--- src/rtl/ps2_kbd_wb.sv ---
// PS/2 keyboard receiver with a 16-entry scan-code FIFO behind a Wishbone slave.
// DATA register (ADDR[2]=0) pops one byte per read; STATUS (ADDR[2]=1) exposes flags and count.
module ps2_kbd_wb #(
    parameter int FIFO_AW        = 4,
    parameter int FILTER_LEN     = 8,
    parameter int TIMEOUT_CYCLES = 50000
) (
    input  logic        clk,
    input  logic        RSTN,
    input  logic        PS2C,
    input  logic        PS2D,
    input  logic        STB,
    input  logic        WE,
    input  logic [31:0] ADDR,
    input  logic [31:0] DAT_I,
    output logic [31:0] DAT_O,
    output logic        ACK,
    output logic        kbd_irq
);
    localparam int DEPTH = 1 << FIFO_AW;
    localparam int FW    = $clog2(FILTER_LEN + 1);
    localparam int TW    = $clog2(TIMEOUT_CYCLES + 1);
    localparam logic [FW-1:0] FMAX = FW'(FILTER_LEN - 1);
    localparam logic [TW-1:0] TMAX = TW'(TIMEOUT_CYCLES - 1);

    typedef enum logic [1:0] {S_IDLE, S_DATA, S_PARITY, S_STOP} state_t;

    logic          r_c_s1, r_c_s2, r_d_s1, r_d_s2;
    logic          r_cf, r_cf_d;
    logic [FW-1:0] r_fcnt;
    state_t        r_state, w_state_nxt;
    logic [2:0]    r_bcnt;
    logic [7:0]    r_sh;
    logic          r_par;
    logic [TW-1:0] r_tcnt;
    logic [7:0]    r_mem [DEPTH];
    logic [FIFO_AW-1:0] r_wp, r_rp;
    logic [FIFO_AW:0]   r_cnt;
    logic          r_ovf, r_perr, r_ferr, r_served, r_ack, r_irq;
    logic [31:0]   r_dat;

    logic w_fall, w_push, w_perr_set, w_ferr_set;
    logic w_full, w_nempty, w_acc, w_pop, w_wr_en, w_ovf_set;
    logic [2:0] w_clr;
    logic w_unused;

    assign w_unused = ^{ADDR[31:3], ADDR[1:0], DAT_I[31:5], DAT_I[1:0]};

    // Input synchronisers and clock glitch filter
    always_ff @(posedge clk or negedge RSTN) begin
        if (!RSTN) begin
            r_c_s1 <= 1'b1;
            r_c_s2 <= 1'b1;
            r_d_s1 <= 1'b1;
            r_d_s2 <= 1'b1;
            r_cf   <= 1'b1;
            r_cf_d <= 1'b1;
            r_fcnt <= '0;
        end else begin
            r_c_s1 <= PS2C;
            r_c_s2 <= r_c_s1;
            r_d_s1 <= PS2D;
            r_d_s2 <= r_d_s1;
            r_cf_d <= r_cf;
            if (r_c_s2 == r_cf) begin
                r_fcnt <= '0;
            end else if (r_fcnt == FMAX) begin
                r_cf   <= r_c_s2;
                r_fcnt <= '0;
            end else begin
                r_fcnt <= r_fcnt + 1'b1;
            end
        end
    end

    assign w_fall = r_cf_d & ~r_cf;

    // Deframer next-state logic
    always_comb begin
        w_state_nxt = r_state;
        w_push      = 1'b0;
        w_perr_set  = 1'b0;
        w_ferr_set  = 1'b0;
        if (r_state != S_IDLE && !w_fall && r_tcnt == TMAX) begin
            w_state_nxt = S_IDLE;
        end else if (w_fall) begin
            case (r_state)
                S_IDLE:   if (!r_d_s2) w_state_nxt = S_DATA;
                S_DATA:   if (r_bcnt == 3'd7) w_state_nxt = S_PARITY;
                S_PARITY: w_state_nxt = S_STOP;
                S_STOP: begin
                    w_state_nxt = S_IDLE;
                    if (!r_d_s2)             w_ferr_set = 1'b1;
                    else if (^{r_sh, r_par}) w_push     = 1'b1;
                    else                     w_perr_set = 1'b1;
                end
                default:  w_state_nxt = S_IDLE;
            endcase
        end
    end

    always_ff @(posedge clk or negedge RSTN) begin
        if (!RSTN) begin
            r_state <= S_IDLE;
            r_bcnt  <= '0;
            r_tcnt  <= '0;
        end else begin
            r_state <= w_state_nxt;
            if (r_state == S_IDLE || w_fall) r_tcnt <= '0;
            else                             r_tcnt <= r_tcnt + 1'b1;
            if (w_fall && r_state == S_IDLE)      r_bcnt <= '0;
            else if (w_fall && r_state == S_DATA) r_bcnt <= r_bcnt + 1'b1;
        end
    end

    always_ff @(posedge clk) begin
        if (w_fall && r_state == S_DATA)   r_sh  <= {r_d_s2, r_sh[7:1]};
        if (w_fall && r_state == S_PARITY) r_par <= r_d_s2;
        if (w_wr_en)                       r_mem[r_wp] <= r_sh;
    end

    // Bus decode, FIFO control and flags
    assign w_full    = (r_cnt == (FIFO_AW+1)'(DEPTH));
    assign w_nempty  = (r_cnt != '0);
    assign w_acc     = STB & ~r_served;
    assign w_pop     = w_acc & ~WE & ~ADDR[2] & w_nempty;
    assign w_wr_en   = w_push & (~w_full | w_pop);
    assign w_ovf_set = w_push & w_full & ~w_pop;
    assign w_clr     = (w_acc & WE & ADDR[2]) ? DAT_I[4:2] : 3'b000;

    always_ff @(posedge clk or negedge RSTN) begin
        if (!RSTN) begin
            r_wp     <= '0;
            r_rp     <= '0;
            r_cnt    <= '0;
            r_ovf    <= 1'b0;
            r_perr   <= 1'b0;
            r_ferr   <= 1'b0;
            r_served <= 1'b0;
            r_ack    <= 1'b0;
            r_dat    <= '0;
            r_irq    <= 1'b0;
        end else begin
            if (w_wr_en) r_wp <= r_wp + 1'b1;
            if (w_pop)   r_rp <= r_rp + 1'b1;
            if (w_wr_en && !w_pop)      r_cnt <= r_cnt + 1'b1;
            else if (!w_wr_en && w_pop) r_cnt <= r_cnt - 1'b1;
            r_ovf  <= w_ovf_set  | (r_ovf  & ~w_clr[0]);
            r_perr <= w_perr_set | (r_perr & ~w_clr[1]);
            r_ferr <= w_ferr_set | (r_ferr & ~w_clr[2]);
            r_irq  <= w_nempty;
            r_ack  <= w_acc;
            if (!STB)       r_served <= 1'b0;
            else if (w_acc) r_served <= 1'b1;
            if (w_acc) begin
                if (WE)
                    r_dat <= '0;
                else if (ADDR[2])
                    r_dat <= {22'd0, 5'(r_cnt), r_ferr, r_perr, r_ovf, w_full, w_nempty};
                else if (w_nempty)
                    r_dat <= {23'd0, 1'b1, r_mem[r_rp]};
                else
                    r_dat <= '0;
            end
        end
    end

    assign DAT_O   = r_dat;
    assign ACK     = r_ack;
    assign kbd_irq = r_irq;
endmodule

--- config.mk ---
export PLATFORM = sky130hd
export DESIGN_NAME = ps2_kbd_wb
export DESIGN_NICKNAME = d
export VERILOG_FILES = /design/src/rtl/ps2_kbd_wb.sv
export SDC_FILE = /design/constraint.sdc
export NUM_CORES = 1
export LEC_CHECK = 0
export CORE_MARGIN = 1.5
export CORE_UTILIZATION = 31
export CTS_CLUSTER_SIZE = 25
export DETAILED_ROUTE_END_ITERATION = 12
export GPL_ROUTABILITY_DRIVEN = 0
export MAX_ROUTING_LAYER = met4
export PLACE_DENSITY = 0.5
export SLEW_MARGIN = 20
export SYNTH_ARGS = -nofsm -noshare
export SYNTH_HDL_FRONTEND = slang
export SYNTH_SLANG_ARGS = --single-unit
export TNS_END_PERCENT = 100
--- constraint.sdc ---
create_clock -name clk -period 6.65 [get_ports clk]
set_clock_uncertainty 0.1 [all_clocks]
set_input_delay 1.33 -clock clk [delete_from_list [all_inputs] [get_ports clk]]
set_output_delay 1.33 -clock clk [all_outputs]
set_load 0.05 [all_outputs]
==> results of run 1 <==
-- worst paths after layout --
path,end,from,slack [ns]
max,r_cnt[4]$_DFFE_PN0P_,ADDR[2],2.06
min,r_d_s2$_DFF_PN1_,r_d_s1$_DFF_PN1_,0.26
max reg2reg,r_cnt[4]$_DFFE_PN0P_,r_sh[4]$_DFFE_PP_,2.83
min reg2reg,r_d_s2$_DFF_PN1_,r_d_s1$_DFF_PN1_,0.26
max in group asynchronous,r_wp[0]$_DFFE_PN0P_,RSTN,4.99
min in group asynchronous,r_cnt[0]$_DFFE_PN0P_,RSTN,0.93
-- flip-flops by register name, summed over array words and instances, names as in the netlist, 2 cells and up --
register,cells
r_state,2
r_cnt,5
r_wp,4
r_tcnt,16
r_rp,4
r_fcnt,4
r_sh,8
r_bcnt,3
DAT_O,10
r_mem,128
-- placed cells by master, fill, tap and decap left out, types with 7 or more instances in the layout --
cell / synthesis / routed
inv_1: 18 / 18
nor2b_1: 8 / 8
clkdlybuf4s50_1: 0 / 20
clkbuf_16: 0 / 18
mux4_2: 34 / 34
dfrtp_1: 54 / 53
a21oi_1: 9 / 9
nand3_1: 15 / 15
nand4_1: 7 / 7
o21ai_0: 12 / 12
xnor2_1: 18 / 18
ha_1: 19 / 19
xor2_1: 10 / 10
buf_4: 22 / 8
nor2_1: 29 / 29
conb_1: 1 / 22
edfxtp_1: 137 / 137
and2_1: 10 / 10
nand2_1: 38 / 38
-- cell type report --
class / count / area, µm²
Tap cell: 341 / 427
Timing Repair Buffer: 29 / 265
Clock buffer: 19 / 458
Sequential cell: 197 / 5620
Inverter: 19 / 73.8
Multi-Input combinational cell: 300 / 2550
Fill cell: 2501 / 17300
Clock inverter: 13 / 110
-- where the power goes --
group / total (W) / internal, W / switching [W]
Combinational: 0.000854 / 0.000387 / 0.000467
Sequential: 0.00153 / 0.00141 / 0.000124
Clock: 0.000986 / 0.000517 / 0.000468
Total: 0.00337 / 0.00231 / 0.00106
-- cell families after synthesis --
kind of cell               Yosys count  synth area share (%)
xor gates and xnor gates            30                  3.46
AOI/OAI and AO/OA                   47                  3.94
other                                1                0.0445
DFF                                197                  66.7
and+or+nand+nor                    138                  8.48
adders and majority gates           20                  3.06
buffers and inverters               62                  3.95
muxes                               43                  10.3
-- through the flow --
stage / setup slack (ns) / total power, W / std cells
floorplan: 2.47 / 0.00219 / 559
global placement: 1.67 / 0.00241 / 886
detailed placement: 1.64 / 0.00243 / 886
CTS: 2.09 / 0.00342 / 918
global route: 1.88 / 0.00354 / 918
finish: 2.06 / 0.00337 / 918
-- layer usage --
layer	track usage (%)	vias up	part of all wire, %
met5	-	-	0
met4	4.58	0	1.4
met3	2.12	18	3.7
met2	21.4	90	51
met1	16.4	2283	44
li1	-	2025	-
==> metrics.md, run 1 <==
| Metric | Value |
|---|---|
| Post-synth EDFFs | `137` |
| TNS Setup | `0 ns` |
| Post-CTS resize count | `0` |
| Final Hold Violating Endpoints | `0` |
| Vias in the first global route | `around 4500` |
| HPWL Detailed | `around 11 mm` |
| Async set-reset flop share out of synthesis | `between 30 and 40%` |
| Worst setup EP type | `register` |
| DR pass1 iterations | `4` |
| Mapped Area | `about 8400 µm²` |
| I/O pin count | `about 100` |
| CTS root buf | `clkbuf_16` |
| Initial drt markers | `between 300 and 400` |
| Remaining Overflow, GRT | `0` |
| Routed vias | `4416` |
| CTS H-Tree Depth | `4` |
| Avg Inst Size Synth | `around 16 µm²` |
| Later-pin clock latency in the skew report | `between 0.4 and 0.5 ns` |
| Critical Path Stages | `13` |
| Ys Warns | `0` |
| Normalized max-slew margin | `~32%` |
| Final Util | `between 30 and 40%` |
| Worst hold slack | `approximately 0.26 ns` |
| Crit start category | `input pin` |
| Slew Limit Fails | `0` |
| DRC | `0` |
| Final ANT Viol Nets | `0` |
| First-pass GRT wire length | `26.2 mm` |
| Gr usage total | `13.0%` |
| CTS buffer count | `17` |
| Primary FF master, synth | `edfxtp_1` |
| PD cells | `355 nW/µm²` |
| Crit Path Category | `in2reg` |
| Sum of buffers and inverters on the critical path | `3` |
| Fin area | `about 9500 µm²` |
| Fin crit period | `approximately 4.6 ns` |
| Hold depth | `0` |
| Port buffer count | `21` |
| Sequential element share of the synthesized area | `between 60 and 70%` |
| CTS tree | `yes` |
| Post-CTS Hold Buffers | `0` |
| Row cnt | `60` |
| ANT cells | `0` |
| Detailed Route WL | `~17 mm` |
| Placement Cell Area | `approximately 8900 µm²` |
| Commonest cells post-synth | `edfxtp_1, dfrtp_1, nand2_1, mux4_2, nor2_1` |
| Cell mode on critical path | `ha_1` |
| Antenna violations before repair | `0` |
| Final setup vio count | `0` |
| Core Region | `26800 µm²` |
| Die width | `roughly 170 µm` |
| Post-Synthesis Cells | `538` |
| Top post-synthesis cells by area | `edfxtp_1, dfrtp_1, mux4_2` |
| Critical path's slowest cell | `or4b_4` |
| Crit path max fanout | `10` |
| Worst path max stage delay | `roughly 0.61 ns` |
| Worst vdd ir | `~190 µV` |
| Die Area | `roughly 28000 µm²` |
| Drt wl/cell | `18.3 µm` |
| Yosys top cell area share | `about half` |
| Clock Sinks | `a little under 200` |
| Yosys top cell by area | `edfxtp_1` |
| Crit path required time | `between 6 and 7 ns` |
| Max Root-Sink Buffers | `2` |
| Worst Max-Slew Pin Slew | `1.01 ns` |
| Post-synthesis register bit count | `between 150 and 200` |
| Crit path DAT | `4.85 ns` |
| Distinct cell type count after synthesis | `59` |
| Cells along the critical path | `clkdlybuf4s50_1, or4b_4, a311oi_2, mux2i_4, inv_4, ha_1, inv_1, ha_1, nor2b_1, o21a_1, or3_1, a21oi_1, xnor2_1` |
| Layout cells sized above 1 | `roughly 16%` |
| Fin crit share | `roughly 70%` |
| Layout net count | `roughly 650` |
| Crit-path leading delay family | `simple AND/OR/NAND/NOR gates` |
| P_leak | `around 3.4 nW` |
| Worst min path class | `reg2reg` |
| Area Overhead vs Synth | `12.8%` |
| Reg2Reg Depth | `12` |
| Most common cell in the netlist | `edfxtp_1` |
| Status | `completed` |
| Post-CTS Setup Inserts | `0` |
| Via density | `4.81` |
| Starting Density | `a little under a third` |
| Pin count of the biggest net entering global routing | `61` |
| RSZ-0062 raised after global routing | `no` |
| Clock slew at reported path FFs | `0.07 ns` |
| Fmax | `roughly 0.22 GHz` |
| Die Ht | `between 150 and 200 µm` |
| Max Cap Viol | `0` |
No activity file was read; power rests on OpenSTA's default activity.
==> run 2: changes to the inputs <==
--- a/config.mk
+++ b/config.mk
@@ -11,7 +11,7 @@
 export DETAILED_ROUTE_END_ITERATION = 12
 export GPL_ROUTABILITY_DRIVEN = 0
 export MAX_ROUTING_LAYER = met4
-export PLACE_DENSITY = 0.5
+export PLACE_DENSITY = 0.51
 export SLEW_MARGIN = 20
 export SYNTH_ARGS = -nofsm -noshare
 export SYNTH_HDL_FRONTEND = slang
==> constraint.sdc (replaced) <==
create_clock -name clk -period 4.05 [get_ports clk]
set_clock_uncertainty 0.1 [all_clocks]
set_input_delay 0.81 -clock clk [delete_from_list [all_inputs] [get_ports clk]]
set_output_delay 0.81 -clock clk [all_outputs]
set_load 0.05 [all_outputs]
==> run 2 against run 1 <==
  * Sequential power rose by 71%
  * Sequential share of layout area is 1.4 points lower
  * Total power is 68% higher
  * Critical endpoint unchanged
  * Clock power up 71%
  * Non-clock buffer count rose by 27
  * Via count grew 1.1%
  * Register-to-register slack got worse by 2.2 ns
  * Largest cell class unchanged
  * Cell area grew 2.4%
  * Setup slack lost 1.6 ns
  * Core utilization is 0.86 points higher
  * Critical path depth stayed put
==> metrics.md, run 2 (same netlist as run 1, synthesis figures left out) <==
| Metric | Value |
|---|---|
| Area Overhead vs Synth | `15.6% (was 12.8%)` |
| Remaining Overflow, GRT | `0 (unchanged)` |
| RSZ-0062 raised after global routing | `no (unchanged)` |
| Clock slew at reported path FFs | `0.07 ns (about the same)` |
| Hold depth | `0 (unchanged)` |
| Via density | `4.72 (was 4.81)` |
| I/O pin count | `104 (unchanged)` |
| Status | `completed (unchanged)` |
| Place WS | `0.101 ns (was 1.64 ns)` |
| Final ANT Viol Nets | `0 (unchanged)` |
| Setup WS post-layout | `0.496 ns (was 2.06 ns)` |
| Worst min path class | `reg2reg (unchanged)` |
| Row cnt | `60 (unchanged)` |
| Worst Max-Slew Pin Slew | `0.862 ns (was 1.01 ns)` |
| CTS root buf | `clkbuf_16 (unchanged)` |
| Normalized max-slew margin | `42.6% (was 32.2%)` |
| ANT cells | `0 (unchanged)` |
| Port buffer count | `21 (unchanged)` |
| Post-placement cell count | `913 (was 886)` |
| Filler cells | `2500 (was 2501)` |
| Drt wl/cell | `18.0 µm (was 18.3 µm)` |
| Max Cap Viol | `0 (unchanged)` |
| Max Root-Sink Buffers | `2 (unchanged)` |
| Slew Limit Fails | `0 (unchanged)` |
| Crit path required time | `4.30 ns (was 6.91 ns)` |
| Vias in the first global route | `4742 (was 4499)` |
| Initial drt markers | `254 (was 319)` |
| Post-CTS Hold Buffers | `0 (unchanged)` |
| Later-pin clock latency in the skew report | `0.43 ns (was 0.44 ns)` |
| Die Area | `28200 µm² (unchanged)` |
| Starting Density | `31.4% (unchanged)` |
| CTS H-Tree Depth | `4 (unchanged)` |
| CTS tree | `yes (unchanged)` |
| Clock Sinks | `197 (unchanged)` |
| Worst vdd ir | `314 µV (was 192 µV)` |
| DRC | `0 (unchanged)` |
| Fin crit period | `~3.6 ns` |
| Fmax | `approximately 0.28 GHz` |
| Layout cells sized above 1 | `20.2% (was 16.5%)` |
| P_leak | `3.49 nW (was 3.35 nW)` |
| Detailed Route WL | `17.0 mm (was 16.8 mm)` |
| Post-CTS resize count | `0 (unchanged)` |
| Core Region | `26800 µm² (unchanged)` |
| DR pass1 iterations | `4 (unchanged)` |
| Post-CTS Setup Inserts | `0 (unchanged)` |
| Worst hold slack | `0.257 ns (was 0.263 ns)` |
| Crit start category | `input pin (unchanged)` |
| PD cells | `581 nW/µm² (was 355 nW/µm²)` |
| Crit path DAT | `3.81 ns (was 4.85 ns)` |
| HPWL Detailed | `11.5 mm (was 10.7 mm)` |
| Final Instance Count excl. Fillers | `945 (was 918)` |
| TNS Setup | `0 ns (unchanged)` |
| Layout net count | `681 (was 654)` |
| Commonest cells after routing, fill and taps aside | `edfxtp_1, dfrtp_1, nand2_1, buf_4, mux4_2 (was edfxtp_1, dfrtp_1, nand2_1, mux4_2, nor2_1)` |
| Final Util | `36.3% (was 35.5%)` |
| Max reg flops | `128 (unchanged)` |
| Gr usage total | `13.3% (was 13.0%)` |
| Crit path max fanout | `2 (was 10)` |
| Die Ht | `168 µm (unchanged)` |
| CTS buffer count | `17 (unchanged)` |
| Fin crit share | `roughly 90%` |
| Antenna violations before repair | `0 (unchanged)` |
| Die width | `168 µm (unchanged)` |
| Largest register by flop count | `r_mem (unchanged)` |
| Final setup vio count | `0 (unchanged)` |
| Pin count of the biggest net entering global routing | `38 (was 61)` |
| Most common cell after layout, fill and taps aside | `edfxtp_1 (unchanged)` |
| Reg2Reg Depth | `12 (unchanged)` |
| First-pass GRT wire length | `27.4 mm (was 26.2 mm)` |
| Crit Path Category | `in2reg (unchanged)` |
| Worst setup EP type | `register (unchanged)` |
| Final Hold Violating Endpoints | `0 (unchanged)` |
| Routed vias | `4464 (was 4416)` |
==> run 2: cell types whose count changed in the layout (fill, tap and decap cells not counted), sizes merged <==
cell / before / now
clkinv: 4 / 5
bufinv: 0 / 2
buf: 9 / 36
clkinvlp: 0 / 2
inv: 28 / 25
clkbuf: 19 / 17
==> run 2: through the flow <==
stage / power, W / instance area, µm²
2_1_floorplan: 0.00359 / 8500
3_3_place_gp: 0.00400 / 9140
3_5_place_dp: 0.00404 / 9140
4_1_cts: 0.00574 / 9740
5_1_grt: 0.00593 / 9740
6_report: 0.00566 / 9740
==> run 2: worst max-delay path, cell delays in order <==
cell             delay, ns
clkdlybuf4s50_1       0.42
or4b_4                0.55
a311oi_2              0.37
mux2i_4               0.13
inv_4                 0.08
ha_1                  0.16
inv_1                 0.07
ha_1                  0.28
nor2b_1               0.14
o21a_1                0.17
or3_1                 0.31
a21oi_1               0.18
xnor2_1               0.14
==> run 2: where the power goes <==
part | leakage, nW | internal (W) | switching [W]
clock | 0.285 | 0.000925 | 0.000769
combinational | 1.20 | 0.000649 | 0.000704
sequential | 2.00 | 0.00231 | 0.000304
==> run 2: path summary, 6_finish.rpt <==
path / endpoint / startpoint / slack (ns)
hold / removal: r_d_s2$_DFF_PN1_ / r_d_s1$_DFF_PN1_ / 0.26
setup / recovery: r_cnt[4]$_DFFE_PN0P_ / ADDR[2] / 0.50
setup reg to reg: r_cnt[4]$_DFFE_PN0P_ / r_sh[0]$_DFFE_PP_ / 0.59
min in group asynchronous: r_cnt[3]$_DFFE_PN0P_ / RSTN / 0.38
max in group asynchronous: r_d_s1$_DFF_PN1_ / RSTN / 2.56
hold reg to reg: r_d_s2$_DFF_PN1_ / r_d_s1$_DFF_PN1_ / 0.26
==> run 2: final cells by class <==
class | count | area (µm²) | area share, %
multi-input cells | 300 | 2550 | 26.2
clock inverters | 15 | 169 | 1.73
repair buffers | 56 | 468 | 4.81
inverters | 19 | 73.8 | 0.758
flip-flops and latches | 197 | 5630 | 57.8
well taps | 341 | 427 | 4.38
clock buffers | 17 | 425 | 4.37
==> run 2: layer usage <==
metal,part of all wire [%],track usage [%]
met3,1.8,1.86
met1,45,16.6
met2,51,22.2
met5,0,-
met4,1.4,5.05
==> run 3: changes to the inputs <==
--- a/config.mk
+++ b/config.mk
@@ -12,7 +12,7 @@
 export GPL_ROUTABILITY_DRIVEN = 0
 export MAX_ROUTING_LAYER = met4
 export PLACE_DENSITY = 0.51
-export SLEW_MARGIN = 20
+export SLEW_MARGIN = 25
 export SYNTH_ARGS = -nofsm -noshare
 export SYNTH_HDL_FRONTEND = slang
 export SYNTH_SLANG_ARGS = --single-unit
==> run 3 against run 2 <==
  * Setup slack better by 0.0014 ns
  * Sequential power about the same
  * Total power down 1.0%
  * Worst hold slack better by 0.00055 ns
  * Sequential cell count unchanged
  * Critical path depth unchanged
  * Sequential share of layout area up 0.12 points
==> metrics.md, run 3 (same netlist as run 1, synthesis figures left out) <==
| Metric | Value |
|---|---|
| Crit start category | `input pin (unchanged)` |
| Clock Sinks | `197 (unchanged)` |
| Reg2Reg Launch Point | `r_sh[0]$_DFFE_PP_ (unchanged)` |
| Met3 Track Usage GR | `2.21% (was 1.86%)` |
| Layout net count | `681 (unchanged)` |
| Max reg flops | `128 (unchanged)` |
| Gr busiest metal | `met2 (unchanged)` |
| CTS tree | `yes (unchanged)` |
| Row cnt | `60 (unchanged)` |
| Reg area | `5630 µm² (unchanged)` |
| Met2 Use GR | `22.3% (was 22.2%)` |
| First-pass GRT wire length | `27.4 mm (about the same)` |
| Met1 Use GR | `16.5% (was 16.6%)` |
| P_leak | `3.47 nW (was 3.49 nW)` |
| Starting Density | `31.4% (unchanged)` |
| Hold path startpoint | `r_d_s1$_DFF_PN1_ (unchanged)` |
| Cell mode on critical path | `ha_1 (unchanged)` |
| Drt wl/cell | `18.1 µm (was 18.0 µm)` |
| Final ANT Viol Nets | `0 (unchanged)` |
| Crit path required time | `4.30 ns (about the same)` |
| Sum of buffers and inverters on the critical path | `3 (unchanged)` |
| Die width | `168 µm (unchanged)` |
| Fin crit period | `3.55 ns (about the same)` |
| Crit Path Category | `in2reg (unchanged)` |
| ANT cells | `0 (unchanged)` |
| Post-CTS resize count | `0 (unchanged)` |
| Layout cells sized above 1 | `20.2% (unchanged)` |
| R2r setup slk | `0.59 ns (about the same)` |
| Pin count of the biggest net entering global routing | `38 (unchanged)` |
| Most common cell after layout, fill and taps aside | `edfxtp_1 (unchanged)` |
| Worst path max stage delay | `0.55 ns (about the same)` |
| Core Region | `26800 µm² (unchanged)` |
| Via density | `4.74 (was 4.72)` |
| Port buffer count | `21 (unchanged)` |
| Reg-to-Reg End | `r_cnt[4]$_DFFE_PN0P_ (unchanged)` |
| CTS H-Tree Depth | `4 (unchanged)` |
| Antenna violations before repair | `0 (unchanged)` |
| PD cells | `576 nW/µm² (was 581 nW/µm²)` |
| Cells along the critical path | `clkdlybuf4s50_1, or4b_4, a311oi_2, mux2i_4, inv_4, ha_1, inv_1, ha_1, nor2b_1, o21a_1, or3_1, a21oi_1, xnor2_1 (unchanged)` |
| Post-CTS Hold Buffers | `0 (unchanged)` |
| Fmax | `0.282 GHz (was 0.281 GHz)` |
| HPWL Detailed | `11.6 mm (was 11.5 mm)` |
| Crit-path leading delay family | `simple AND/OR/NAND/NOR gates (unchanged)` |
| Largest register by flop count | `r_mem (unchanged)` |
| Die Ht | `168 µm (unchanged)` |
| Worst vdd ir | `307 µV (was 314 µV)` |
| Remaining Overflow, GRT | `0 (unchanged)` |
| Max Root-Sink Buffers | `2 (unchanged)` |
| Reg2Reg Depth | `12 (unchanged)` |
| Slew Limit Fails | `0 (unchanged)` |
| Post-placement cell count | `913 (unchanged)` |
| Final setup vio count | `0 (unchanged)` |
| Area Overhead vs Synth | `15.3% (was 15.6%)` |
| Final Util | `36.3% (about the same)` |
| Multi-input logic area | `2550 µm² (unchanged)` |
| Status | `completed (unchanged)` |
| Final Hold Violating Endpoints | `0 (unchanged)` |
| Worst hold slack | `0.258 ns (was 0.257 ns)` |
| Post-CTS Setup Inserts | `0 (unchanged)` |
| I/O pin count | `104 (unchanged)` |
| CTS buffer count | `17 (unchanged)` |
| Crit path DAT | `3.81 ns (about the same)` |
| Die Area | `28200 µm² (unchanged)` |
| DRC | `0 (unchanged)` |
| Fin crit share | `87.7% (about the same)` |
| Worst Max-Slew Pin Slew | `0.864 ns (was 0.862 ns)` |
| Worst setup EP type | `register (unchanged)` |
| RSZ-0062 raised after global routing | `no (unchanged)` |
| DR pass1 iterations | `6 (was 4)` |
| Commonest cells after routing, fill and taps aside | `edfxtp_1, dfrtp_1, nand2_1, buf_4, mux4_2 (unchanged)` |
| Max Cap Viol | `0 (unchanged)` |
| Critical path's slowest cell | `or4b_4 (unchanged)` |
| TNS Setup | `0 ns (unchanged)` |
| Setup WS post-layout | `0.498 ns (was 0.496 ns)` |
| Worst min path class | `reg2reg (unchanged)` |
| Final Instance Count excl. Fillers | `945 (unchanged)` |
| CTS root buf | `clkbuf_16 (unchanged)` |
| Filler cells | `2500 (unchanged)` |
| Initial drt markers | `290 (was 254)` |
| Detailed Route WL | `17.1 mm (was 17.0 mm)` |
| Hold depth | `0 (unchanged)` |
| Vias in the first global route | `4759 (was 4742)` |
| Later-pin clock latency in the skew report | `0.43 ns (about the same)` |
| Normalized max-slew margin | `42.4% (was 42.6%)` |
| Gr usage total | `13.4% (was 13.3%)` |
| Routed vias | `4478 (was 4464)` |
| Place WS | `0.0960 ns (was 0.101 ns)` |
| Crit path max fanout | `2 (unchanged)` |
| Hold path endpoint | `r_d_s2$_DFF_PN1_ (unchanged)` |
| Clock slew at reported path FFs | `0.07 ns (about the same)` |
## run 3: report_power, final
group          leakage, nW  switching [W]  total (W)  internal [W]
sequential            2.00       0.000307    0.00262       0.00231
combinational         1.20       0.000696    0.00135      0.000649
clock                0.272       0.000777    0.00164      0.000864
total                 3.47        0.00178    0.00560       0.00382
## run 3: metal layers
metal / wire length [µm] / share of wire (%)
met5: 0 / 0
met4: 211 / 1.2
met3: 379 / 2.2
met2: 8890 / 52
met1: 7590 / 44
## run 3: worst max path at each step
stage | end | slack, ns | depth (start not counted) | start
floorplan | r_cnt[4]$_DFFE_PN0P_ | 0.39 | 13 | ADDR[2]
global placement | r_cnt[4]$_DFFE_PN0P_ | 0.08 | 13 | ADDR[2]
detailed placement | r_cnt[4]$_DFFE_PN0P_ | 0.1 | 13 | ADDR[2]
CTS | r_cnt[4]$_DFFE_PN0P_ | 0.51 | 13 | WE
global route | r_cnt[4]$_DFFE_PN0P_ | 0.35 | 13 | ADDR[2]
finish | r_cnt[4]$_DFFE_PN0P_ | 0.50 | 13 | ADDR[2]
## run 3: area by class of cell
type                            count  share of cell area (%)
Tap cell                          341                    4.39
Multi-Input combinational cell    300                    26.2
Inverter                           19                   0.760
Clock inverter                     15                    1.53
Clock buffer                       17                    4.38
Timing Repair Buffer               56                    4.82
Sequential cell                   197                    57.9
## run 3: per-stage QoR
step	power [W]	cell area (µm²)
detailed placement	0.00404	9140
global route	0.00588	9720
finish	0.00560	9720
global placement	0.00400	9140
floorplan	0.00359	8500
CTS	0.00568	9720
## run 3: worst reg2reg max path: cells and delay by family, from the launching register on
family                   cells  cell delay (ns)
multiplexers                 1             0.13
AO/OA/AOI/OAI                3             0.67
AND/OR/NAND/NOR              2             0.45
XOR/XNOR                     2             0.76
flip-flops                   1             0.69
buffers and inverters        2             0.15
adder cells (fa/ha/maj)      2             0.44
